===== src/rtl/floor_request_scheduler_pkg.sv =====
// Shared types, defaults and pending-set helpers
// for the floor request scheduler.
package floor_request_scheduler_pkg;

  localparam int FLOOR_W_DEF    = 4;
  localparam int MOVE_TICKS_DEF = 8;
  localparam int DOOR_TICKS_DEF = 4;

  // Helpers work on a widened set so any FLOOR_W up to 8 fits.
  localparam int PEND_MAX = 256;
  localparam int FIDX_W   = 8;

  typedef enum logic [1:0] {
    IDLE,
    MOVE,
    DOOR
  } state_e;

  typedef logic [PEND_MAX-1:0] pend_t;
  typedef logic [FIDX_W-1:0]   fidx_t;

  function automatic logic any_above(
    input pend_t p,
    input fidx_t f
  );
    pend_t s;
    s = p >> f;
    return |(s >> 1);
  endfunction

  function automatic logic any_below(
    input pend_t p,
    input fidx_t f
  );
    pend_t m;
    m = (pend_t'(1) << f) - pend_t'(1);
    return |(p & m);
  endfunction

endpackage


===== src/rtl/floor_request_scheduler_tick_timer.sv =====
// Enable-gated tick counter; done fires on the
// enabled cycle that completes TICKS counts.
module tick_timer #(
  parameter int TICKS = 4
) (
  input  logic clk,
  input  logic rst,
  input  logic en,
  input  logic restart,
  output logic done
);

  localparam int CW = (TICKS > 1) ? $clog2(TICKS) : 1;
  localparam logic [CW-1:0] LAST = CW'(TICKS - 1);

  logic [CW-1:0] cnt_q;
  logic [CW-1:0] cnt_d;
  logic          at_last;

  assign at_last = (cnt_q == LAST);

  always_comb begin
    cnt_d = cnt_q;
    if (restart) begin
      cnt_d = '0;
    end else if (en) begin
      cnt_d = at_last ? '0 : cnt_q + CW'(1);
    end
  end

  always_ff @(posedge clk) begin
    if (rst) begin
      cnt_q <= '0;
    end else begin
      cnt_q <= cnt_d;
    end
  end

  assign done = en & ~restart & at_last;

endmodule


===== src/rtl/floor_request_scheduler.sv =====
// SCAN elevator sequencer: request intake, sweep
// direction, timed floor steps and door dwell.
module floor_request_scheduler
  import floor_request_scheduler_pkg::*;
#(
  parameter int FLOOR_W    = FLOOR_W_DEF,
  parameter int MOVE_TICKS = MOVE_TICKS_DEF,
  parameter int DOOR_TICKS = DOOR_TICKS_DEF
) (
  input  logic                    clk,
  input  logic                    rst,
  input  logic                    en,
  input  logic [FLOOR_W-1:0]      floor_max,
  input  logic                    req_valid,
  input  logic [FLOOR_W-1:0]      req_floor,
  output logic                    req_accept,
  output logic                    req_reject,
  output logic [FLOOR_W-1:0]      cur_floor,
  output logic                    dir_up,
  output logic                    moving,
  output logic                    door_open,
  output logic                    arrive,
  output logic [(2**FLOOR_W)-1:0] pending
);

  localparam int NP = 2**FLOOR_W;

  typedef logic [FLOOR_W-1:0] floor_t;
  typedef logic [NP-1:0]      set_t;

  state_e state_q;
  state_e state_d;
  floor_t cur_q;
  floor_t cur_d;
  floor_t nxt;
  logic   dir_q;
  logic   dir_d;
  logic   clamp_q;
  logic   clamp_d;
  set_t   pend_q;
  set_t   pend_d;
  set_t   pend_n;
  set_t   legal;
  set_t   pm;
  logic   acc_q;
  logic   acc_d;
  logic   rej_q;
  logic   rej_d;
  logic   arr_q;
  logic   arr_d;

  logic req_ok;
  logic req_here;
  logic up_any;
  logic dn_any;
  logic ahead;
  logic behind;
  logic at_bound;
  logic mv_restart;
  logic mv_done;
  logic dr_restart;
  logic dr_done;

  always_comb begin
    legal = '0;
    for (int i = 0; i < NP; i++) begin
      legal[i] = (floor_t'(i) <= floor_max);
    end
  end

  assign req_ok   = req_valid & (req_floor <= floor_max);
  assign req_here = req_ok & (req_floor == cur_q)
                  & (state_q != MOVE);
  assign acc_d    = req_ok;
  assign rej_d    = req_valid & ~req_ok;

  assign pm     = pend_q & legal;
  assign up_any = any_above(pend_t'(pm), fidx_t'(cur_q));
  assign dn_any = any_below(pend_t'(pm), fidx_t'(cur_q));
  assign ahead  = dir_q ? up_any : dn_any;
  assign behind = dir_q ? dn_any : up_any;

  // A step past either end of the shaft turns the car around instead.
  assign at_bound = dir_q ? (cur_q >= floor_max)
                          : (cur_q == '0);
  assign nxt = dir_q ? cur_q + floor_t'(1)
                     : cur_q - floor_t'(1);

  assign mv_restart = (state_q != MOVE);
  assign dr_restart = (state_q != DOOR) | req_here;

  tick_timer #(
    .TICKS(MOVE_TICKS)
  ) u_move_timer (
    .clk    (clk),
    .rst    (rst),
    .en     (en),
    .restart(mv_restart),
    .done   (mv_done)
  );

  tick_timer #(
    .TICKS(DOOR_TICKS)
  ) u_door_timer (
    .clk    (clk),
    .rst    (rst),
    .en     (en),
    .restart(dr_restart),
    .done   (dr_done)
  );

  always_ff @(posedge clk) begin
    if (rst) begin
      state_q <= IDLE;
    end else begin
      state_q <= state_d;
    end
  end

  always_comb begin
    state_d = state_q;
    cur_d   = cur_q;
    dir_d   = dir_q;
    clamp_d = clamp_q;
    arr_d   = 1'b0;
    pend_n  = pend_q;
    if (req_ok && !req_here) begin
      pend_n[req_floor] = 1'b1;
    end
    unique case (state_q)
      IDLE: begin
        if (cur_q > floor_max) begin
          clamp_d = 1'b1;
          dir_d   = 1'b0;
          state_d = MOVE;
        end else if (req_here) begin
          state_d = DOOR;
        end else if (pm[cur_q]) begin
          pend_n[cur_q] = 1'b0;
          arr_d   = 1'b1;
          state_d = DOOR;
        end else if (ahead) begin
          state_d = MOVE;
        end else if (behind) begin
          dir_d   = ~dir_q;
          state_d = MOVE;
        end
      end
      MOVE: begin
        if (mv_done) begin
          if (at_bound) begin
            dir_d = ~dir_q;
            if (!clamp_q && (pend_n & legal) == '0) begin
              state_d = IDLE;
            end
          end else begin
            cur_d = nxt;
            if (pend_n[nxt] && nxt <= floor_max) begin
              pend_n[nxt] = 1'b0;
              arr_d   = 1'b1;
              clamp_d = 1'b0;
              state_d = DOOR;
            end else if (clamp_q && nxt <= floor_max) begin
              clamp_d = 1'b0;
              state_d = IDLE;
            end else if (!clamp_q
                         && (pend_n & legal) == '0) begin
              state_d = IDLE;
            end
          end
        end
      end
      DOOR: begin
        if (dr_done) begin
          if (ahead) begin
            state_d = MOVE;
          end else if (behind) begin
            dir_d   = ~dir_q;
            state_d = MOVE;
          end else begin
            state_d = IDLE;
          end
        end
      end
      default: state_d = IDLE;
    endcase
    pend_d = pend_n & legal;
  end

  always_ff @(posedge clk) begin
    if (rst) begin
      cur_q   <= '0;
      dir_q   <= 1'b1;
      clamp_q <= 1'b0;
      pend_q  <= '0;
      acc_q   <= 1'b0;
      rej_q   <= 1'b0;
      arr_q   <= 1'b0;
    end else begin
      cur_q   <= cur_d;
      dir_q   <= dir_d;
      clamp_q <= clamp_d;
      pend_q  <= pend_d;
      acc_q   <= acc_d;
      rej_q   <= rej_d;
      arr_q   <= arr_d;
    end
  end

  always_comb begin
    moving    = (state_q == MOVE);
    door_open = (state_q == DOOR);
  end

  assign req_accept = acc_q;
  assign req_reject = rej_q;
  assign cur_floor  = cur_q;
  assign dir_up     = dir_q;
  assign arrive     = arr_q;
  assign pending    = pend_q;

endmodule


===== config.mk =====
export PLATFORM = sky130hd
export DESIGN_NAME = floor_request_scheduler
export DESIGN_NICKNAME = d
export VERILOG_FILES = /design/src/rtl/floor_request_scheduler_pkg.sv /design/src/rtl/floor_request_scheduler_tick_timer.sv /design/src/rtl/floor_request_scheduler.sv
export SDC_FILE = /design/constraint.sdc
export NUM_CORES = 1
export LEC_CHECK = 0
export CELL_PAD_IN_SITES_DETAIL_PLACEMENT = 0
export CELL_PAD_IN_SITES_GLOBAL_PLACEMENT = 1
export CORE_UTILIZATION = 46
export CTS_CLUSTER_DIAMETER = 60
export DETAILED_ROUTE_END_ITERATION = 12
export HOLD_SLACK_MARGIN = 0.06
export PLACE_DENSITY_LB_ADDON = 0.12
export SLEW_MARGIN = 20
export SYNTH_ARGS = -nofsm -noshare
export SYNTH_HDL_FRONTEND = slang
export SYNTH_HIERARCHICAL = 1
export SYNTH_SLANG_ARGS = --single-unit

===== constraint.sdc =====
create_clock -name clk -period 12.9 [get_ports clk]
set_input_delay 3.87 -clock clk [delete_from_list [all_inputs] [get_ports clk]]
set_output_delay 3.87 -clock clk [all_outputs]
set_load 0.05 [all_outputs]

==> run summary <==
The setup path with the least slack is of type in2reg. Measured along the y axis, the die boundary spans 97.17 um. STA puts the critical path data required time at 13.09 ns. The most used flip-flop cell after synthesis is dfxtp_1. The clock period minus final worst setup slack is 9.049 ns. STA classifies the critical path endpoint as a flop. The commonest cells after synthesis are nor2_1 (60), nand2_1 (48), a21oi_1 (45), dfxtp_1 (32), o21ai_0 (30). The final global-route overflow total is 0. The cell count after synthesis came out at 599. The clock transition time at the flip-flop clock pins of the worst setup and hold paths is 0.08 ns.

In this run, synthesis inferred 0 flip-flops with an integrated enable. The worst supply voltage drop on vdd came out at 77.10 uV. The worst-skew pair later-pin latency came out at 0.30 ns. The final count of pins violating max slew is 0.

The distinct cell type count of the synthesized netlist is 81. The number of iterations in the first detailed-routing pass is 6. The static power due to leakage is 1.658 nW. The number of nets in the finished design came out at 645.

The initial utilization of the core area, before any placement, comes to 47.54%. The number of antenna violations at the first check in global routing is 0. The number of hold-slack violations in the final timing report is 0. The die extent in x came out at 97.17 um. The most frequent cell on the critical path is or4_1. By area the synthesized netlist is led by dfxtp_1 (15%), ha_1 (7.8%), a21oi_1 (5.4%), nor2_1 (5.4%), nand2_1 (4.3%). Between clock sinks in the finished design, the worst skew comes to 0.01193 ns. The most common cell in the synthesized netlist is nor2_1. Based on the critical path, the design can be clocked at up to 0.1105 GHz. The cell row count is 34.

The global-route wire length before repair is 26640 um. The clock passes through at most 2 buffers. The slowest library cell on the worst path is clkdlybuf4s50_1.

The layout-stage area growth over the synthesis result is 11.62%. The number of synthesized register bits came out at 32. In this run the cell area of the synthesized design comes to 4166 um2. Walking the worst path, the cells encountered are clkdlybuf4s50_1 > clkinv_1 > ha_1 > nand4_1 > o22ai_1 > or2_2 > a41oi_1 > a311oi_1 > o211ai_1 > or4_1 > or4_1 > a32o_1.

Setup repair after global routing left no endpoint under its margin. The top-area cell type share of the netlist area is 15.38%. The final setup TNS came out at 0 ns. The synthesized area per cell came out at 6.956 um2.

The post-route core utilization is 53.07%. The global router's overall resource usage is 35.57%. The clock sink total is 32. The quantity of hold-fixing buffers added after cts is 0. The remaining antenna violation count is 0. The sequential cell area fraction in the yosys report is 15.38%.

Dividing the final minimum period by the clock period gives 70.15%. Measured against its own limit, the worst slew margin works out to 28.26%. The maximum fanout count along the critical path came out at 31. The detailed-route DRC error count is 0. The fraction of layout instances using a drive strength above 1 came out at 4.778%.

At the pin with the least slew margin, the transition time is 1.070 ns. The via count of the first global-routing pass is 4620. The peak per-stage delay on the critical path came out at 1.13 ns. TritonCTS built the clock tree.

The number of instances resized during post-cts repair is 0. On the final layout, the worst hold slack is 0.5133 ns. The critical path buffer and inverter count is 2. Power spread over the standard cell area amounts to 97.70 nW/um2. The top cell type by total area after synthesis is dfxtp_1. The startpoint kind of the worst setup timing path is an input pin. Max-cap violations in this run came to 0. The data arrival at the endpoint of the critical path is 9.24 ns.

The total die area came out at 9442 um2. The vias per cell came out at 7.173. The H-tree depth is 2. The detailed router finished its first iteration with 877 violations.

Entering global routing, the biggest net connects 50 pins. The sum of internal, switching and leakage power came out at 0.0004544 W. The total of warnings raised by yosys is 6. The aggregate routed wire length came out at 16810 um. After clock tree synthesis, the setup repair step added 0 buffers. The total via count after detailed routing is 5129.

The final antenna diode count came out at 0. The synthesized netlist net count is 638. The setup violation total in the final timing report is 0. The tightest min-delay check is of the reg2reg type.

The tree is rooted in a clkbuf_8. Dividing the detail-routed wire length by the instance count gives 23.51 um. The area of the core region is 8763 um2. The total non-filler cell area in the finished layout is 4651 um2.

Counting the buffers created by CTS gives 5. The placed wire-length estimate came out at 12280 um. The flow ran to the end, and the final reports show no timing, DRC or antenna violations. In the synthesized netlist the async set-or-reset flop fraction comes to 0%. In this run the tool buffered the top-level ports with 37 buffer cells. The top-level I/O count came out at 38. The congestion estimate from routability-driven global placement came to 0.9888. The dominant delay contributor by cell family on the critical path is buffers and inverters. The cell area after placement is 4539 um2.
worst paths after layout:
check,startpoint,end,slack [ns],cells past startpoint
min,u_move_timer/cnt_q[1],u_move_timer/cnt_q[1],0.51,2
min reg2reg,u_move_timer/cnt_q[1],u_move_timer/cnt_q[1],0.51,2
max,floor_max[3],pending[5],3.85,12
max reg2reg,cur_floor[1],pending[5],8.02,13
power breakdown:
part / internal (W) / leakage (nW) / switching, W
sequential: 0.000104 / 0.259 / 0.00000730
clock: 0.0000572 / 0.0541 / 0.0000451
combinational: 0.0000740 / 1.35 / 0.000167
routing by layer:
metal / up-vias / share of wire (%) / track usage, %
li1: 2313 / - / -
met1: 2357 / 41 / 49.69
met2: 383 / 42 / 51.14
met3: 76 / 12 / 8.993
met4: 0 / 5.0 / 15.73
met5: - / 0 / 0
placed cells by master (no fill, tap or decap), drive strengths merged, types with 8 or more instances in the layout:
cell | synthesis | layout
o21ai | 31 | 31
nor4 | 11 | 11
nand2b | 11 | 11
and3 | 8 | 8
o22ai | 9 | 9
buf | 17 | 10
o31ai | 8 | 8
nor2 | 61 | 61
o211ai | 12 | 12
a211oi | 11 | 11
a21oi | 45 | 45
nand3 | 21 | 21
clkdlybuf4s50 | 0 | 37
nor3 | 23 | 23
ha | 26 | 26
dfxtp | 32 | 32
a31oi | 17 | 17
or4 | 8 | 8
nand2 | 49 | 49
nor2b | 8 | 8
inv | 27 | 27
stage by stage:
stage,setup WS [ns],instances
after global routing,3.653,715
after detailed placement,3.743,707
final,3.851,715
after floorplan,4.962,599
after CTS,4.044,715
after global placement,3.966,707
layout make-up:
| cell class | instances | area [um2] |
|---|---|---|
| Clock buffer | 5 | 68.82 |
| Clock inverter | 3 | 42.54 |
| Fill cell | 881 | 4113 |
| Inverter | 28 | 105.1 |
| Multi-Input combinational cell | 492 | 3213 |
| Sequential cell | 32 | 640.6 |
| Tap cell | 108 | 135.1 |
| Timing Repair Buffer | 47 | 445.4 |
flip-flops by register name, summed over array words and instances, names as in the netlist:
register / flops
cur_floor: 4
arrive: 1
state_q: 2
dir_up: 1
req_accept: 1
u_move_timer/cnt_q: 3
req_reject: 1
pending: 16
u_door_timer/cnt_q: 2
clamp_q: 1
tightest hold or removal path, cell delays in order (launching register included):
cell and delay, ns:
dfxtp_1 0.32, nand2b_1 0.07, a211oi_1 0.07
cells by family (layout without fill, tap and decap cells):
group / count (synthesis) / count (layout) / synth area share (%)
and+or+nand+nor: 241 / 241 / 30.45
AOI/OAI and AO/OA: 209 / 209 / 34.99
buffers and inverters: 75 / 83 / 7.507
DFF: 32 / 32 / 15.38
adders and majority gates: 31 / 31 / 9.249
xor gates and xnor gates: 7 / 7 / 1.472
muxes: 4 / 4 / 0.9610
Power figures use the tool's default switching activity.
==> RTL edit 1: new RTL, same settings <==
Re-encode `state_e` (3 states) as one-hot, 3 bits wide.
--- a/src/rtl/floor_request_scheduler_pkg.sv
+++ b/src/rtl/floor_request_scheduler_pkg.sv
@@ -10,10 +10,10 @@
   localparam int PEND_MAX = 256;
   localparam int FIDX_W   = 8;
 
-  typedef enum logic [1:0] {
-    IDLE,
-    MOVE,
-    DOOR
+  typedef enum logic [2:0] {
+    IDLE = 3'b001,
+    MOVE = 3'b010,
+    DOOR = 3'b100
   } state_e;
 
   typedef logic [PEND_MAX-1:0] pend_t;
Formal check against the unedited RTL: same outputs for any inputs over 10 cycles, from zero or initial values and one cycle with rst high; not proved beyond that.
==> RTL edit 1 against the unedited design <==
First-iteration DRC count is 34% lower; core utilization is 1.2 points higher; largest cell class unchanged; die area is 4.9% lower; sequential cell count is 1 higher; synthesized area is 5.0% lower; hold slack worse by 0.020 ns; final area is 3.7% lower; power is 10% higher; cell count is 3.9% lower; sequential power is 11% higher; routed wire length is 2.1% lower; setup slack better by 0.93 ns.
==> RTL edit 1: results (changes against the unedited design) <==
metric,value,unit,change
max layer used,met4,,unchanged
first-pass GRT wire length,25120,um,was 26640 um
initial drt markers,583,,was 877
synth cell count leaders,"62 x nor2_1, 57 x nand2_1, 36 x a21oi_1, 33 x dfxtp_1, 30 x o21ai_0",,"was 60 x nor2_1, 48 x nand2_1, 45 x a21oi_1, 32 x dfxtp_1, 30 x o21ai_0"
Setup Skew,0.01372,ns,was 0.01193 ns
outcome,"finished, final reports clean",,unchanged
largest net degree at the start of global routing,39,,was 50
P_leak,1.675,nW,was 1.658 nW
GRT met2 Usage,0.5612,,was 0.5114
CTS buffer count,5,,unchanged
postcts setup bufs,0,,unchanged
Syn Nets,603,,was 638
Slew @ Worst Pin,0.9197,ns,was 1.070 ns
M1 GR Usage,0.5124,,was 0.4969
GRT Overall Usage,0.3762,,was 0.3557
antenna diode count,0,,unchanged
share of layout cells above drive strength 1,0.05498,,was 0.04778
crit path max fanout,21,,was 31
synth top area cells,"dfxtp_1 17%, ha_1 7.0%, nor2_1 5.9%",,"was dfxtp_1 15%, ha_1 7.8%, a21oi_1 5.4%"
critical path's top delay family,simple AND/OR/NAND/NOR gates,,was buffers and inverters
fill count,852,,was 881
vias in the first global route,4350,,was 4620
Worst Path Arrival,8.27,ns,was 9.24 ns
routed wl met2,6982,um,was 6993 um
vias per inst,7.025,,was 7.173
Root Buffer,clkbuf_8,,unchanged
crit-path max cell delay,1.03,ns,was 1.13 ns
"Clk pin slew, worst setup/hold paths",0.09,ns,
Skew-Pair Late Insertion Delay,0.30,ns,about the same
DP Wirelength,12270,um,was 12280 um
GP Congestion,0.9849,,was 0.9888
met3 Usage GRT,0.07971,,was 0.08993
Layout Nets,616,,was 645
WL per Instance,23.95,um,was 23.51 um
met3 wire length,1961,um,was 2094 um
maximum vdd drop,0.1089,mV,was 0.07710 mV
initial antenna violation count,0,,unchanged
IO buf count,37,,unchanged
met1 wire length,6702,um,was 6875 um
Synth cell types,80,,was 81
post-synthesis sequential area ratio,0.1669,,was 0.1538
YS warnings,6,,unchanged
-- RTL edit 1: area by class of cell --
type | instances | area, sq um | share of cell area
Sequential cell | 33 | 660.6 | 0.1475
Clock buffer | 5 | 68.82 | 0.01536
Inverter | 25 | 96.34 | 0.02151
Clock inverter | 3 | 68.82 | 0.01536
Multi-Input combinational cell | 472 | 3030 | 0.6765
Timing Repair Buffer | 44 | 422.9 | 0.09441
Tap cell | 105 | 131.4 | 0.02933
-- RTL edit 1: logic make-up after synthesis --
kind of cell	Yosys count	share of synthesized area
AND/OR/NAND/NOR	243	0.3117
AO/OA/AOI/OAI	191	0.3399
buffers and inverters	63	0.06734
flip-flops	33	0.1669
adder cells (fa/ha/maj)	25	0.07967
XOR/XNOR	10	0.02687
multiplexers	3	0.007588
-- RTL edit 1: metrics by stage --
step	setup WS [ns]	std cells	power, mW	hold slack [ns]	area, sq um
floorplan	6.074	568	0.3037	0.4489	3958
global placement	4.805	679	0.3711	0.4698	4342
detailed placement	4.688	679	0.3704	0.4789	4342
CTS	4.944	687	0.4930	0.4979	4479
global route	4.528	687	0.5255	0.5415	4479
finish	4.784	687	0.5012	0.4933	4479
-- RTL edit 1: power breakdown --
part	total [mW]	switching, mW	internal (mW)
Sequential	0.123	0.0147	0.109
Clock	0.125	0.0466	0.0779
Combinational	0.253	0.171	0.0818
-- RTL edit 1: final timing paths --
| check | from | endpoint | cells past startpoint | slack [ns] |
|---|---|---|---|---|
| min | u_move_timer/cnt_q[1] | u_move_timer/cnt_q[1] | 2 | 0.49 |
| max reg2reg | cur_floor[0] | state_q[1] | 14 | 8.80 |
| min reg2reg | u_move_timer/cnt_q[1] | u_move_timer/cnt_q[1] | 2 | 0.49 |
| max | floor_max[1] | pending[5] | 11 | 4.78 |
==> RTL edit 2: new RTL, same flow settings <==
Without the edit above. The package constant `DOOR_TICKS_DEF` goes from 4 to 2.
--- a/src/rtl/floor_request_scheduler_pkg.sv
+++ b/src/rtl/floor_request_scheduler_pkg.sv
@@ -4,7 +4,7 @@
 
   localparam int FLOOR_W_DEF    = 4;
   localparam int MOVE_TICKS_DEF = 8;
-  localparam int DOOR_TICKS_DEF = 4;
+  localparam int DOOR_TICKS_DEF = 2;
 
   // Helpers work on a widened set so any FLOOR_W up to 8 fits.
   localparam int PEND_MAX = 256;
Behaviour: not the same (a bounded check fails within 4 cycles, from zero or initial values and one cycle with rst high).
==> RTL edit 2 against the unedited design <==
Clock power up 4%; routed wire length up 0.49%; critical path depth unchanged; synthesized cell count down 0.67%; final area down 1.3%; count of clock-buffer cells in the layout up 1; synthesized area down 1.4%; power up 0.74%; sequential cell count down 1; first-iteration DRC count down 21%; setup slack better by 0.034 ns; cell count down 0.70%; highest routed layer unchanged.
==> RTL edit 2: results (changes against the unedited design) <==
metric,value,unit,change
worst hold start,u_move_timer/cnt_q[1],,unchanged
postcts setup bufs,0,,unchanged
Worst Path Arrival,9.21,ns,was 9.24 ns
final WL,16890,um,was 16810 um
CP Launch Point,floor_max[3],,unchanged
minimum hold slack,0.5034,ns,was 0.5133 ns
synth cell count leaders,"61 x nor2_1, 49 x nand2_1, 45 x a21oi_1, 31 x dfxtp_1, 30 x o21ai_0",,"was 60 x nor2_1, 48 x nand2_1, 45 x a21oi_1, 32 x dfxtp_1, 30 x o21ai_0"
synth top area cells,"dfxtp_1 15%, ha_1 7.6%, nor2_1 5.6%",,"was dfxtp_1 15%, ha_1 7.8%, a21oi_1 5.4%"
initial drt markers,690,,was 877
CTS resizes,0,,unchanged
crit path max fanout,31,,unchanged
post-synthesis sequential area ratio,0.1510,,was 0.1538
IO buf count,37,,unchanged
vias in the first global route,4370,,was 4620
CTS HTree Levels,2,,unchanged
DP Cell Count,702,,was 707
Synth top area share,0.1510,,was 0.1538
crit-path max cell delay,1.11,ns,was 1.13 ns
Syn Nets,633,,was 638
asr flop ratio synth,0,,unchanged
outcome,"finished, final reports clean",,unchanged
"Clk pin slew, worst setup/hold paths",0.08,ns,about the same
CTS Buffer Depth,2,,unchanged
largest net degree at the start of global routing,50,,unchanged
WL per Instance,23.79,um,was 23.51 um
Area after DPL,4474,sq um,was 4539 sq um
antenna diode count,0,,unchanged
Hold WC Path Type,reg -> reg,,unchanged
vias per inst,7.185,,was 7.173
R2R Setup Slk,7.87,ns,was 8.02 ns
critical path's top delay family,buffers and inverters,,unchanged
1st-pass router iterations,5,,was 6
Skew-Pair Late Insertion Delay,0.30,ns,about the same
mean cell area of the mapped netlist,6.906,sq um,was 6.956 sq um
Synth cell types,80,,was 81
P_leak,1.622,nW,was 1.658 nW
CTS Hold Buffers Added,0,,unchanged
fill count,890,,was 881
maximum vdd drop,0.07311,mV,was 0.07710 mV
GP Congestion,0.9997,,was 0.9888
R2R Path End,pending[5],,unchanged
Worst Reg-to-Reg Cells,13,,unchanged
worst reg2reg path startpoint,cur_floor[1],,unchanged
Layout Nets,639,,was 645
GRT Overall Usage,0.3685,,was 0.3557
share of layout cells above drive strength 1,0.04651,,was 0.04778
Slew @ Worst Pin,1.183,ns,was 1.070 ns
Setup Skew,0.009095,ns,was 0.01193 ns
DP Wirelength,12290,um,was 12280 um
Largest register FFs,16,,unchanged
most frequent cell after synthesis,nor2_1,,unchanged
first-pass GRT wire length,25410,um,was 26640 um
-- RTL edit 2: how the worst max path moves through the flow --
stage,endpoint,slack [ns],cells after the start
4_1_cts,pending[5],4.00,12
2_1_floorplan,pending[5],4.96,15
3_5_place_dp,pending[5],3.70,12
6_report,pending[5],3.88,12
3_3_place_gp,pending[5],3.94,12
5_1_grt,pending[5],3.49,12
-- RTL edit 2: kinds of logic after synthesis --
logic type                 after synthesis  share of synthesized area
and+or+nand+nor                        240                     0.3060
DFF                                     31                     0.1510
AOI/OAI and AO/OA                      208                     0.3517
xor gates and xnor gates                 8                    0.01705
adders and majority gates               30                    0.09074
muxes                                    3                   0.007308
buffers and inverters                   75                    0.07612
-- RTL edit 2: report_power, final --
group / leakage, nW / switching [mW] / internal, mW / total [mW]
sequential: 0.251 / 0.00723 / 0.101 / 0.108
combinational: 1.31 / 0.169 / 0.0739 / 0.243
clock: 0.0612 / 0.0439 / 0.0626 / 0.106
-- RTL edit 2: layout make-up --
| cell class | count | share of cell area |
|---|---|---|
| multi-input cells | 489 | 0.6916 |
| flip-flops and latches | 31 | 0.1351 |
| repair buffers | 46 | 0.09537 |
| well taps | 108 | 0.02943 |
| inverters | 28 | 0.02289 |
| clock buffers | 6 | 0.01798 |
| clock inverters | 2 | 0.007629 |
-- RTL edit 2: layer usage --
metal / routed length [um] / vias to the layer above / GRT usage
met5: 0 / - / 0
met2: 7177 / 394 / 0.5329
met4: 684 / 0 / 0.1544
li1: - / 2280 / -
met1: 7048 / 2355 / 0.5194
met3: 1984 / 72 / 0.08529
-- RTL edit 2: per-stage QoR --
stage            util  setup slack [ns]
3_3_place_gp   0.5156             3.937
2_1_floorplan       -             4.962
5_1_grt        0.5291             3.494
3_5_place_dp   0.5156             3.702
4_1_cts        0.5291             3.999
6_report       0.5291             3.885
